**src/rtl/fxp_to_minifloat_pipe.sv**
```systemverilog
// Signed fixed-point to {sign, exp, man} minifloat converter with RNE/truncate and sat/underflow counters.
// Latency 3 cycles, 1 sample/cycle; all stages advance together only when the output slot is free or being taken.
// Backpressure: in_ready = !out_valid | out_ready, outputs hold while stalled; `define SUBNORMAL_EN adds subnormal outputs.
module fxp_to_minifloat_pipe #(
  parameter int IN_W   = 18,
  parameter int FRAC_W = 11,
  parameter int EXP_W  = 3,
  parameter int MAN_W  = 4,
  parameter int BIAS   = 3,
  parameter int CNT_W  = 16
) (
  input  logic                     clk,
  input  logic                     rst,
  input  logic                     in_valid,
  output logic                     in_ready,
  input  logic [IN_W-1:0]          in_q,
  input  logic                     in_rnd,
  output logic                     out_valid,
  input  logic                     out_ready,
  output logic [EXP_W+MAN_W:0]     out_fp,
  output logic                     out_sat,
  output logic                     out_uf,
  input  logic                     clr_cnt,
  output logic [CNT_W-1:0]         sat_cnt,
  output logic [CNT_W-1:0]         uf_cnt
);

  localparam int OW = 1 + EXP_W + MAN_W;
  localparam int PW = $clog2(IN_W);
  localparam int EW = $clog2(IN_W + FRAC_W + BIAS + 2) + 2;
  localparam logic signed [EW-1:0] EB_OVF = EW'(2 ** EXP_W);

  logic en;
  assign en       = !out_valid || out_ready;
  assign in_ready = en;

  // stage 1 state
  logic                 s1_vld, s1_sign, s1_rnd;
  logic [IN_W-1:0]      s1_mag;
  // stage 2 state
  logic                 s2_vld, s2_sign, s2_rnd, s2_zero, s2_grd, s2_stk, s2_sub;
  logic signed [EW-1:0] s2_eb;
  logic [MAN_W-1:0]     s2_man;

  // Unsigned IN_W-bit magnitude keeps the most negative input exact.
  logic [IN_W-1:0] mag_c;
  assign mag_c = in_q[IN_W-1] ? (~in_q + IN_W'(1)) : in_q;

  logic [PW-1:0]        lead_c;
  logic [IN_W-1:0]      norm_c;
  logic signed [EW-1:0] eb_c;
  logic [MAN_W-1:0]     man_c;
  logic                 grd_c, stk_c, sub_c;

  always_comb begin
    lead_c = '0;
    for (int i = 0; i < IN_W; i++) begin
      if (s1_mag[i]) lead_c = PW'(i);
    end
  end

  assign norm_c = s1_mag << (PW'(IN_W - 1) - lead_c);
  assign eb_c   = EW'(lead_c) - EW'(FRAC_W) + EW'(BIAS);

`ifdef SUBNORMAL_EN
  // Subnormal scale is fixed, so the mantissa is a constant shift of the magnitude.
  localparam int SSH = FRAC_W - MAN_W - BIAS + 1;
  localparam logic [IN_W+1:0] SMASK = (IN_W+2)'((1 << (SSH + 1)) - 1);
  logic [IN_W+1:0] sub_w;
  assign sub_w = {s1_mag, 2'b00};
`endif

  always_comb begin
    man_c = norm_c[IN_W-2 -: MAN_W];
    grd_c = norm_c[IN_W-2-MAN_W];
    stk_c = |norm_c[IN_W-3-MAN_W:0];
    sub_c = 1'b0;
`ifdef SUBNORMAL_EN
    if (eb_c[EW-1] || eb_c == '0) begin
      sub_c = 1'b1;
      man_c = MAN_W'(sub_w >> (SSH + 2));
      grd_c = sub_w[SSH+1];
      stk_c = |(sub_w & SMASK);
    end
`endif
  end

  logic                 inc_c, cy_c, sat_c, uf_c;
  logic [MAN_W-1:0]     manr_c;
  logic signed [EW-1:0] ebr_c;
  logic [OW-1:0]        fp_c;

  always_comb begin
    inc_c           = s2_rnd & s2_grd & (s2_stk | s2_man[0]);
    {cy_c, manr_c}  = {1'b0, s2_man} + {{MAN_W{1'b0}}, inc_c};
    ebr_c           = cy_c ? s2_eb + EW'(1) : s2_eb;
    fp_c            = {s2_sign, ebr_c[EXP_W-1:0], manr_c};
    sat_c           = 1'b0;
    uf_c            = 1'b0;
    if (s2_zero) begin
      fp_c = '0;
    end else if (s2_sub) begin
      // A subnormal carrying out of the mantissa lands on the minimum normal.
      if (cy_c)              fp_c = {s2_sign, EXP_W'(1), {MAN_W{1'b0}}};
      else if (manr_c == '0) begin
        fp_c = '0;
        uf_c = 1'b1;
      end else               fp_c = {s2_sign, {EXP_W{1'b0}}, manr_c};
    end else if (ebr_c >= EB_OVF) begin
      fp_c  = {s2_sign, {(OW-1){1'b1}}};
      sat_c = 1'b1;
    end else if (ebr_c[EW-1] || ebr_c == '0) begin
      fp_c = '0;
      uf_c = 1'b1;
    end
  end

  always_ff @(posedge clk or posedge rst) begin
    if (rst) begin
      s1_vld    <= 1'b0;
      s1_sign   <= 1'b0;
      s1_rnd    <= 1'b0;
      s1_mag    <= '0;
      s2_vld    <= 1'b0;
      s2_sign   <= 1'b0;
      s2_rnd    <= 1'b0;
      s2_zero   <= 1'b0;
      s2_grd    <= 1'b0;
      s2_stk    <= 1'b0;
      s2_sub    <= 1'b0;
      s2_eb     <= '0;
      s2_man    <= '0;
      out_valid <= 1'b0;
      out_fp    <= '0;
      out_sat   <= 1'b0;
      out_uf    <= 1'b0;
    end else if (en) begin
      s1_vld    <= in_valid;
      s1_sign   <= in_q[IN_W-1];
      s1_rnd    <= in_rnd;
      s1_mag    <= mag_c;
      s2_vld    <= s1_vld;
      s2_sign   <= s1_sign;
      s2_rnd    <= s1_rnd;
      s2_zero   <= !norm_c[IN_W-1];
      s2_grd    <= grd_c;
      s2_stk    <= stk_c;
      s2_sub    <= sub_c;
      s2_eb     <= eb_c;
      s2_man    <= man_c;
      out_valid <= s2_vld;
      out_fp    <= fp_c;
      out_sat   <= s2_vld & sat_c;
      out_uf    <= s2_vld & uf_c;
    end
  end

  // Counters see only delivered words; clear wins over a same-cycle increment.
  always_ff @(posedge clk or posedge rst) begin
    if (rst) begin
      sat_cnt <= '0;
      uf_cnt  <= '0;
    end else if (clr_cnt) begin
      sat_cnt <= '0;
      uf_cnt  <= '0;
    end else begin
      if (out_valid && out_ready && out_sat && !(&sat_cnt)) sat_cnt <= sat_cnt + CNT_W'(1);
      if (out_valid && out_ready && out_uf  && !(&uf_cnt))  uf_cnt  <= uf_cnt + CNT_W'(1);
    end
  end

endmodule

```
**config.mk**
```make
export PLATFORM = sky130hd
export DESIGN_NAME = fxp_to_minifloat_pipe
export DESIGN_NICKNAME = d
export VERILOG_FILES = /design/src/rtl/fxp_to_minifloat_pipe.sv
export SDC_FILE = /design/constraint.sdc
export NUM_CORES = 1
export LEC_CHECK = 0
export BUFFER_PORTS_ARGS = -buffer_cell sky130_fd_sc_hd__buf_2
export CORE_UTILIZATION = 55
export CTS_BUF_LIST = sky130_fd_sc_hd__clkbuf_16
export DETAILED_ROUTE_END_ITERATION = 10
export PLACE_DENSITY = 0.83
export RECOVER_POWER = 100
export SLEW_MARGIN = 20
export SYNTH_ARGS = -nofsm -noshare
export SYNTH_HDL_FRONTEND = slang
export SYNTH_SLANG_ARGS = --single-unit
```
**constraint.sdc**
```tcl
create_clock -name clk -period 3.1 [get_ports clk]
set_clock_uncertainty 0.05 [all_clocks]
set_input_delay 0.31 -clock clk [delete_from_list [all_inputs] [get_ports clk]]
set_output_delay 0.31 -clock clk [all_outputs]
set_load 0.02 [all_outputs]
```
==> impl_results.md, run 1 <==
* Status: finished, violations left
* Failing checks: DRC, capacitance limit, slew limit
* Internal Pwr Total at 2.73 mW
* Leak pwr at 2.41 nW
* Post-Syn Nets at 598
* Fin Setup TNS at 0 ns
* Hold WC Path Type: in2reg
* Synth top area cells: dfrtp_1 (40%), nand2_1 (6.0%), xor2_1 (5.9%), mux2i_1 (4.7%), o21ai_0 (4.4%)
* H-tree depth at 3
* Chip Width at roughly 98 um
* Max-Cap Viols at 1
* Achievable frequency at 346 MHz
* Final cell count without fillers at 740
* Final nets at 660
* Worst-margin pin slew at 1.65 ns
* Post-synth top area share at 0.399
* Sequential Power Share at 0.330
* Crit path launch: s2_man[0]
* Unrepaired setup endpoints after global routing: no
* Clk Latency, worst-skew pair at about 0.34 ns
* I/O pin count at 68
* Area of the multi-input gates at 2760 sq um
* Port-buffer cells at 67
* Total gr overflow at 0
* Top FF cell, synth: dfrtp_1
* Root Buffer: clkbuf_16
* Final weighted congestion in routability-driven placement at 0.957
* Clk pin slew, worst setup/hold paths at roughly 0.06 ns
* Final Hold Vio Count at 0
* Post-CTS Setup Bufs at 0
* Clock buffer depth at 2
* Total GRT Usage at 0.243
* Slew Viols, Final at 40
* DR iter-0 viols at around 240
* DR WL/cell at 15.0 um
* Die area at approximately 9600 sq um
* Synth unique cells at 71
* Reg area at 2030 sq um
* Hold Path Origin: in_valid
* Power Dens Cells at 837 nW/um^2
* Post-synthesis sequential area ratio at 0.399
* DRC at 8
* Remaining antenna violation count after routing at 0
* DRT Wirelength at 11.1 mm
* Final setup viols at 0
* Design Area, Final at roughly 5600 sq um
* Vias in the first global route at 4122
* Post-synth EDFFs at 0
* CP required at 3.27 ns
* Worst rel slew slack at -0.105
* Post-synth top cells: dfrtp_1 (81), nand2_1 (81), nor2_1 (57), o21ai_0 (45), xor2_1 (34)
* CTS tree: done
* Peak supply drop at 406 uV
* WP data arrival at 3.06 ns
* Async S/R FF share, synth at 1.00
* Layout fillers at 771
* Worst-path fanout max at 7
* Post-synth top area cell: dfrtp_1
* Vias at 4345
* CTS sink count at 81
* Largest net degree at the start of global routing at 40
* Core area at 8850 sq um
* CP endpoint kind: flop
* Period utilization at 0.932
* Crit start category: flop
* Post-Syn Area at 5080 sq um
* Initial antenna violation count at 0
* Critical path type: reg2reg
* DR vias/cell at 5.87
* First-pass GRT wire length at 19.0 mm
* Detailed Place HPWL at 8.17 mm
* Initial Util at 0.574
* Cts hold-fix bufs at 0
* Switching power at around 2.0 mW
* Placed cell count at 724
* CTS Buf Count at 9
* Yosys warnings at 0
* Syn avg cell area at ~9 sq um
* Post-Place Cell Area at 5450 sq um
* Comb pwr share at 0.463
* Sw frac at 0.420
* Synthesized instance count at between 500 and 600
* RR Startpoint: s2_man[0]
* Row Count at 34
* Clock group share of total power at 0.207
* Seq cells post-synth at 81
* Min Clock Period, post-route at 2.89 ns
* TritonRoute pass-1 iters at 8
* Ant. Diodes at 0
* P&R area growth vs syn at 10.6%
* Die Y at roughly 100 um
* Layout cells sized above 1 at 0.111
timing repair:
item / 4_1_cts / 5_1_grt
endpoints found under the hold margin: 0 / 0
setup endpoints to repair: 0 / 1
gates resized for setup: 0 / 3
state kept, by name, indices dropped and copies added (netlist names), 4 cells and up:
| signal | count |
|---|---|
| s1_mag | 18 |
| sat_cnt | 16 |
| uf_cnt | 16 |
| out_fp | 8 |
| s2_eb | 7 |
| s2_man | 4 |
routing by layer:
layer	track usage	wire length (um)	up-vias
met5	0	0	-
met3	0.0401	475	25
met2	0.410	5440	127
met4	0.0851	225	0
met1	0.317	4970	2054
li1	-	-	2139
per-stage QoR:
stage           util  total power [mW]  setup slack, ns  hold WS [ns]
6_report       0.635              4.70            0.211         0.124
5_1_grt        0.635              5.01           0.0149         0.118
4_1_cts        0.646              4.74            0.183       0.00946
3_5_place_dp   0.616              3.74            0.212         0.368
3_3_place_gp   0.616              3.67            0.344         0.357
2_1_floorplan      -              3.29            0.280         0.323
power by group through the flow:
stage	clock network [mW]	registers (mW)	logic [mW]
after floorplan	0	1.55	1.74
after global routing	1.03	1.59	2.40
after global placement	0	1.55	2.12
final	0.973	1.55	2.18
after CTS	0.990	1.55	2.20
after detailed placement	0	1.57	2.18
worst paths after layout:
kind	cells after the start	end	slack, ns
min reg2reg	2	s1_sign	0.42
min in group asynchronous	2	out_fp[3]	0.31
max	11	out_fp[4]	0.21
max in group asynchronous	3	uf_cnt[13]	1.03
max reg2reg	11	out_fp[4]	0.21
min	3	s1_vld	0.12
worst max-delay path: stages, from the launching register on:
cell and delay [ns]:
dfrtp_1 0.40, o211a_1 0.24, ha_1 0.22, ha_1 0.23, nand3_1 0.17, nor2_1 0.10, o31ai_1 0.42, nand2b_1 0.30
and2_0 0.18, nand2b_1 0.23, a21oi_1 0.08, a21o_1 0.17
layout make-up:
class	count	area share
Timing Repair Buffer	82	0.0663
Tap cell	108	0.0240
Sequential cell	81	0.361
Multi-Input combinational cell	440	0.491
Clock buffer	9	0.0401
Clock inverter	7	0.00824
Inverter	13	0.00980
cells in the final DEF (no fill, tap or decap), types with 8 or more instances in the layout:
| master | netlist | routed |
|---|---|---|
| clkbuf_1 | 15 | 50 |
| clkbuf_16 | 0 | 9 |
| dfrtp_1 | 81 | 81 |
| buf_2 | 1 | 22 |
| o21ai_0 | 45 | 46 |
| or3_1 | 10 | 10 |
| buf_4 | 1 | 10 |
| xnor2_1 | 10 | 10 |
| xor2_1 | 34 | 34 |
| nand3_1 | 20 | 21 |
| ha_1 | 9 | 8 |
| nand2_1 | 81 | 81 |
| nand4_1 | 9 | 9 |
| mux2i_1 | 24 | 24 |
| a21oi_1 | 23 | 25 |
| inv_1 | 9 | 9 |
| nor2_1 | 57 | 57 |
logic make-up (layout without fill, tap and decap cells):
kind of cell / count (synthesis) / count (layout) / synth area share
and+or+nand+nor: 226 / 226 / 0.212
DFF: 81 / 81 / 0.399
AOI/OAI and AO/OA: 131 / 131 / 0.173
adders and majority gates: 9 / 9 / 0.0222
buffers and inverters: 44 / 111 / 0.0547
xor gates and xnor gates: 44 / 44 / 0.0758
muxes: 30 / 30 / 0.0640
Power figures use the tool's default switching activity.
==> run 2: changes to the inputs <==
--- a/config.mk
+++ b/config.mk
@@ -6,6 +6,7 @@
 export NUM_CORES = 1
 export LEC_CHECK = 0
 export BUFFER_PORTS_ARGS = -buffer_cell sky130_fd_sc_hd__buf_2
+export CORE_ASPECT_RATIO = 0.7
 export CORE_UTILIZATION = 55
 export CTS_BUF_LIST = sky130_fd_sc_hd__clkbuf_16
 export DETAILED_ROUTE_END_ITERATION = 10
==> impl_results.md, run 2 (synthesis results as in run 1) <==
* Vias at 4390
* Layout cells sized above 1 at 0.123
* Peak supply drop at approximately 370 uV
* Final setup viols at 0
* Worst-margin pin slew at 1.49 ns
* Layout fillers at 778
* Power Dens Cells at 857 nW/um^2
* DR iter-0 viols at 287
* Period utilization at 0.944
* Clock group share of total power at 0.230
* Clk Latency, worst-skew pair at 0.34 ns
* CP Buf/Inv Count at 2
* CTS Buf Count at 9
* Crit path top cell by count: mux2i_1
* Largest net degree at the start of global routing at 57
* CTS tree: done
* Vias in the first global route at 4066
* Area of the multi-input gates at 2790 sq um
* H-tree depth at 3
* I/O pin count at 68
* Comb pwr share at 0.453
* CTS sink count at 81
* DRT Wirelength at approximately 12 mm
* Port-buffer cells at 67
* Internal Pwr Total at around 3 mW
* Clock buffer depth at 2
* Achievable frequency at 342 MHz
* Largest stage delay, worst path at 0.51 ns
* Hold WC Path Type: in2reg
* Crit-path leading delay family: multiplexers
* Crit start category: flop
* Failing checks: capacitance limit
* Ordered list of cells on the worst path: nor2_2, o311ai_2, o22ai_4, inv_2, buf_4, mux2i_2, mux2i_1, mux2i_1, nand3_1, nor4b_2, o41ai_2
* Worst-path fanout max at 14
* Commonest non-fill, non-tap cells in the layout: nand2_1 (81), dfrtp_1 (81), nor2_1 (57), clkbuf_1 (46), o21ai_0 (45)
* Status: finished, violations left
* P&R area growth vs syn at 12.9%
* Initial Util at 0.585
* Number of flip-flops in the largest register at 18
* Sequential Power Share at 0.317
* Die area at 9630 sq um
* Leak pwr at roughly 2.5 nW
* First-pass GRT wire length at 20.2 mm
* Clk pin slew, worst setup/hold paths at 0.06 ns
* Most flop-heavy register: s1_mag
* CP required at 3.25 ns
* Switching power at 2.00 mW
* Chip Width at roughly 120 um
* Final nets at 662
* Total gr overflow at 0
* Initial antenna violation count at 0
* DRC at 0
* Root Buffer: clkbuf_16
* Pwr Total at 4.92 mW
* WP data arrival at slightly above 3 ns
* Core area at approximately 8700 sq um
* Reg area at 2030 sq um
* Row Count at 28
* Final weighted congestion in routability-driven placement at 0.908
* Critical path type: reg2reg
* Max-Cap Viols at 1
* Min Clock Period, post-route at 2.93 ns
* Ant. Diodes at 0
* DR vias/cell at ~5.8
* Crit-path slowest cell: dfrtp_1
* Post-CTS Setup Bufs at 0
* Sw frac at 0.407
* Remaining antenna violation count after routing at 0
* Detailed Place HPWL at 8.97 mm
* CP endpoint kind: flop
* WHS at 0.126 ns
* Worst rel slew slack at 0.00158
* DR WL/cell at about 16 um
* Slew Viols, Final at 0
* Final Hold Vio Count at 0
* Biggest regs: s1_mag x18, sat_cnt x16, uf_cnt x16
* Total GRT Usage at 0.275
* TritonRoute pass-1 iters at 5
* Die Y at 82.4 um
==> run 2: area by class of cell <==
| class | count | share of cell area |
|---|---|---|
| tap | 120 | 0.0262 |
| multi-input combinational | 440 | 0.486 |
| timing repair buffer | 84 | 0.0702 |
| sequential | 81 | 0.353 |
| clock inverter | 7 | 0.0164 |
| clock buffer | 9 | 0.0392 |
| inverter | 13 | 0.00916 |
==> run 2: final timing paths <==
check,start,end,slack (ns),depth (start not counted)
hold / removal,in_valid,s1_vld,0.13,3
max in group asynchronous,rst,s1_mag[7],0.80,4
setup reg to reg,s1_mag[8],s2_stk,0.17,11
setup / recovery,s1_mag[8],s2_stk,0.17,11
hold reg to reg,out_fp[3],out_fp[3],0.43,1
min in group asynchronous,rst,uf_cnt[2],0.79,3
==> run 2: layer usage <==
metal	part of all wire	vias to the layer above	global-route usage
met5	0	-	0
met4	0.012	0	0.0810
met3	0.045	11	0.0577
met2	0.46	115	0.434
met1	0.48	2118	0.383
li1	-	2146	-
==> run 2: per-stage QoR <==
step	setup TNS, ns	worst slack, ns	cells	cell area [sq um]	util
3_3_place_gp	0	0.242	737	5470	0.629
3_5_place_dp	0	0.146	737	5470	0.629
5_1_grt	-0.0156	-0.0156	754	5740	0.660
4_1_cts	0	0.141	754	5800	0.667
2_1_floorplan	0	0.280	565	5080	-
6_report	0	0.173	754	5740	0.660
==> run 2: power by group through the flow <==
stage	Clock (mW)	Sequential (mW)	Combinational [mW]
3_5_place_dp	0	1.57	2.19
4_1_cts	1.15	1.55	2.21
2_1_floorplan	0	1.55	1.74
5_1_grt	1.20	1.60	2.46
6_report	1.13	1.56	2.22
3_3_place_gp	0	1.54	2.16
==> run 2: worst min-delay path: cells and delay by family <==
kind                   cells  cell delay [ns]
buffers and inverters      1             0.08
and+or+nand+nor            2             0.09
==> run 2: what timing repair did <==
| item | CTS | global route |
|---|---|---|
| endpoints found under the setup margin | 0 | 2 |
| endpoints found under the hold margin | 32 | 0 |
| resized for setup | 0 | 4 |
| hold buffers | 1 | 0 |
==> run 3: changes to the inputs <==
--- a/config.mk
+++ b/config.mk
@@ -12,6 +12,7 @@
 export DETAILED_ROUTE_END_ITERATION = 10
 export PLACE_DENSITY = 0.83
 export RECOVER_POWER = 100
+export SETUP_SLACK_MARGIN = 0.2
 export SLEW_MARGIN = 20
 export SYNTH_ARGS = -nofsm -noshare
 export SYNTH_HDL_FRONTEND = slang
==> impl_results.md, run 3 (synthesis results as in run 1) <==
* Clk pin slew, worst setup/hold paths at 0.06 ns
* Placed cell count at 737
* Unrepaired setup endpoints after global routing: no
* DRT Wirelength at 12.2 mm
* CTS tree: done
* DR WL/cell at 16.1 um
* Die area at slightly below 10000 sq um
* Initial Util at 0.585
* Final cell count without fillers at ~760
* Failing checks: capacitance limit
* Total gr overflow at 0
* Layout cells sized above 1 at 0.138
* Period utilization at 0.930
* Root Buffer: clkbuf_16
* Ant. Diodes at 0
* Post-Place Cell Area at 5470 sq um
* Chip Width at between 100 and 150 um
* Final nets at approximately 670
* Remaining antenna violation count after routing at 0
* Worst rel slew slack at 0.00165
* Biggest regs: s1_mag x18, sat_cnt x16, uf_cnt x16
* CP endpoint kind: flop
* CTS sink count at 81
* Vias in the first global route at around 4100
* DRC at 0
* Commonest non-fill, non-tap cells in the layout: nand2_1 (81), dfrtp_1 (77), nor2_1 (57), o21ai_0 (45), clkbuf_1 (45)
* WP data arrival at 3.07 ns
* Worst-path fanout max at 12
* H-tree depth at 3
* Most common cell after layout, fill and taps aside: nand2_1
* Total GRT Usage at 0.277
* Power Dens Cells at roughly 870 nW/um^2
* Most flop-heavy register: s1_mag
* DR vias/cell at 5.89
* Final setup viols at 0
* Clk Latency, worst-skew pair at 0.34 ns
* Row Count at 28
* Leak pwr at 2.49 nW
* TritonRoute pass-1 iters at 5
* CP required at 3.28 ns
* P&R area growth vs syn at 14.8%
* Crit start category: flop
* Hold WC Path Type: in2reg
* Design Area, Final at a little under 6000 sq um
* Slew Viols, Final at 0
* First-pass GRT wire length at roughly 20 mm
* Critical path type: reg2reg
* CTS Buf Count at 9
* Final Hold Vio Count at 0
* Status: finished, violations left
* I/O pin count at 68
* Initial antenna violation count at 0
* Final weighted congestion in routability-driven placement at 0.908
* Clock buffer depth at 2
* Vias at approximately 4500
* Port-buffer cells at 67
* Max-Cap Viols at 1
* DR iter-0 viols at 298
* Detailed Place HPWL at 8.97 mm
* Core area at 8690 sq um
* Number of flip-flops in the largest register at 18
* Largest net degree at the start of global routing at 57
* Min Clock Period, post-route at 2.88 ns
* Achievable frequency at between 300 and 400 MHz
* Worst-margin pin slew at 1.49 ns
* Die Y at between 80 and 90 um
* Peak supply drop at 384 uV
* Fin Setup TNS at 0 ns
run 3: layer usage:
layer | track usage | share of wire | vias up | wire length, um
met4 | 0.0810 | 0.013 | 0 | 155
li1 | - | - | 2150 | -
met5 | 0 | 0 | - | 0
met3 | 0.0577 | 0.049 | 11 | 601
met1 | 0.386 | 0.48 | 2175 | 5880
met2 | 0.437 | 0.46 | 130 | 5570
run 3: power breakdown:
group,switching [mW],internal (mW)
clock network,0.426,0.705
logic,1.37,1.01
registers,0.272,1.30
run 3: metrics by stage:
| stage | utilization | worst slack (ns) | power [mW] | hold slack [ns] |
|---|---|---|---|---|
| finish | 0.671 | 0.216 | 5.08 | 0.126 |
| global route | 0.671 | 0.108 | 5.41 | 0.130 |
| CTS | 0.672 | 0.222 | 4.95 | 0.122 |
| detailed placement | 0.629 | 0.146 | 3.76 | 0.344 |
| global placement | 0.629 | 0.242 | 3.71 | 0.332 |
| floorplan | - | 0.280 | 3.29 | 0.323 |
run 3: critical path, cell delays in order (launching register included):
cell      delay [ns]
dfrtp_1         0.47
o311a_1         0.40
o22ai_2         0.35
buf_12          0.17
ha_4            0.24
and3_1          0.16
a311oi_1        0.60
nor4b_4         0.11
o41ai_2         0.22
run 3: worst paths after layout:
kind                            from         to  slack (ns)  cells past startpoint
setup / recovery           s1_mag[5]     s2_stk        0.22                      8
hold / removal              in_valid     s1_vld        0.13                      3
setup reg to reg           s1_mag[5]     s2_stk        0.22                      8
hold reg to reg            out_fp[3]  out_fp[3]        0.43                      1
max in group asynchronous        rst  s1_mag[3]        0.74                      4
min in group asynchronous        rst  uf_cnt[2]        0.79                      3
run 3: what timing repair did:
item	in CTS	in global routing
buffers inserted	1	3
endpoints found under the hold margin	32	0
pin swaps	1	3
hold buffers	1	0
setup endpoints to repair	1	10
gates resized for setup	6	16
run 3: final cells by class:
type	count	area, sq um
multi-input cells	440	2820
fillers	767	2860
well taps	120	150
flip-flops and latches	81	2030
repair buffers	88	448
clock buffers	9	225
clock inverters	7	93.8
inverters	13	62.6
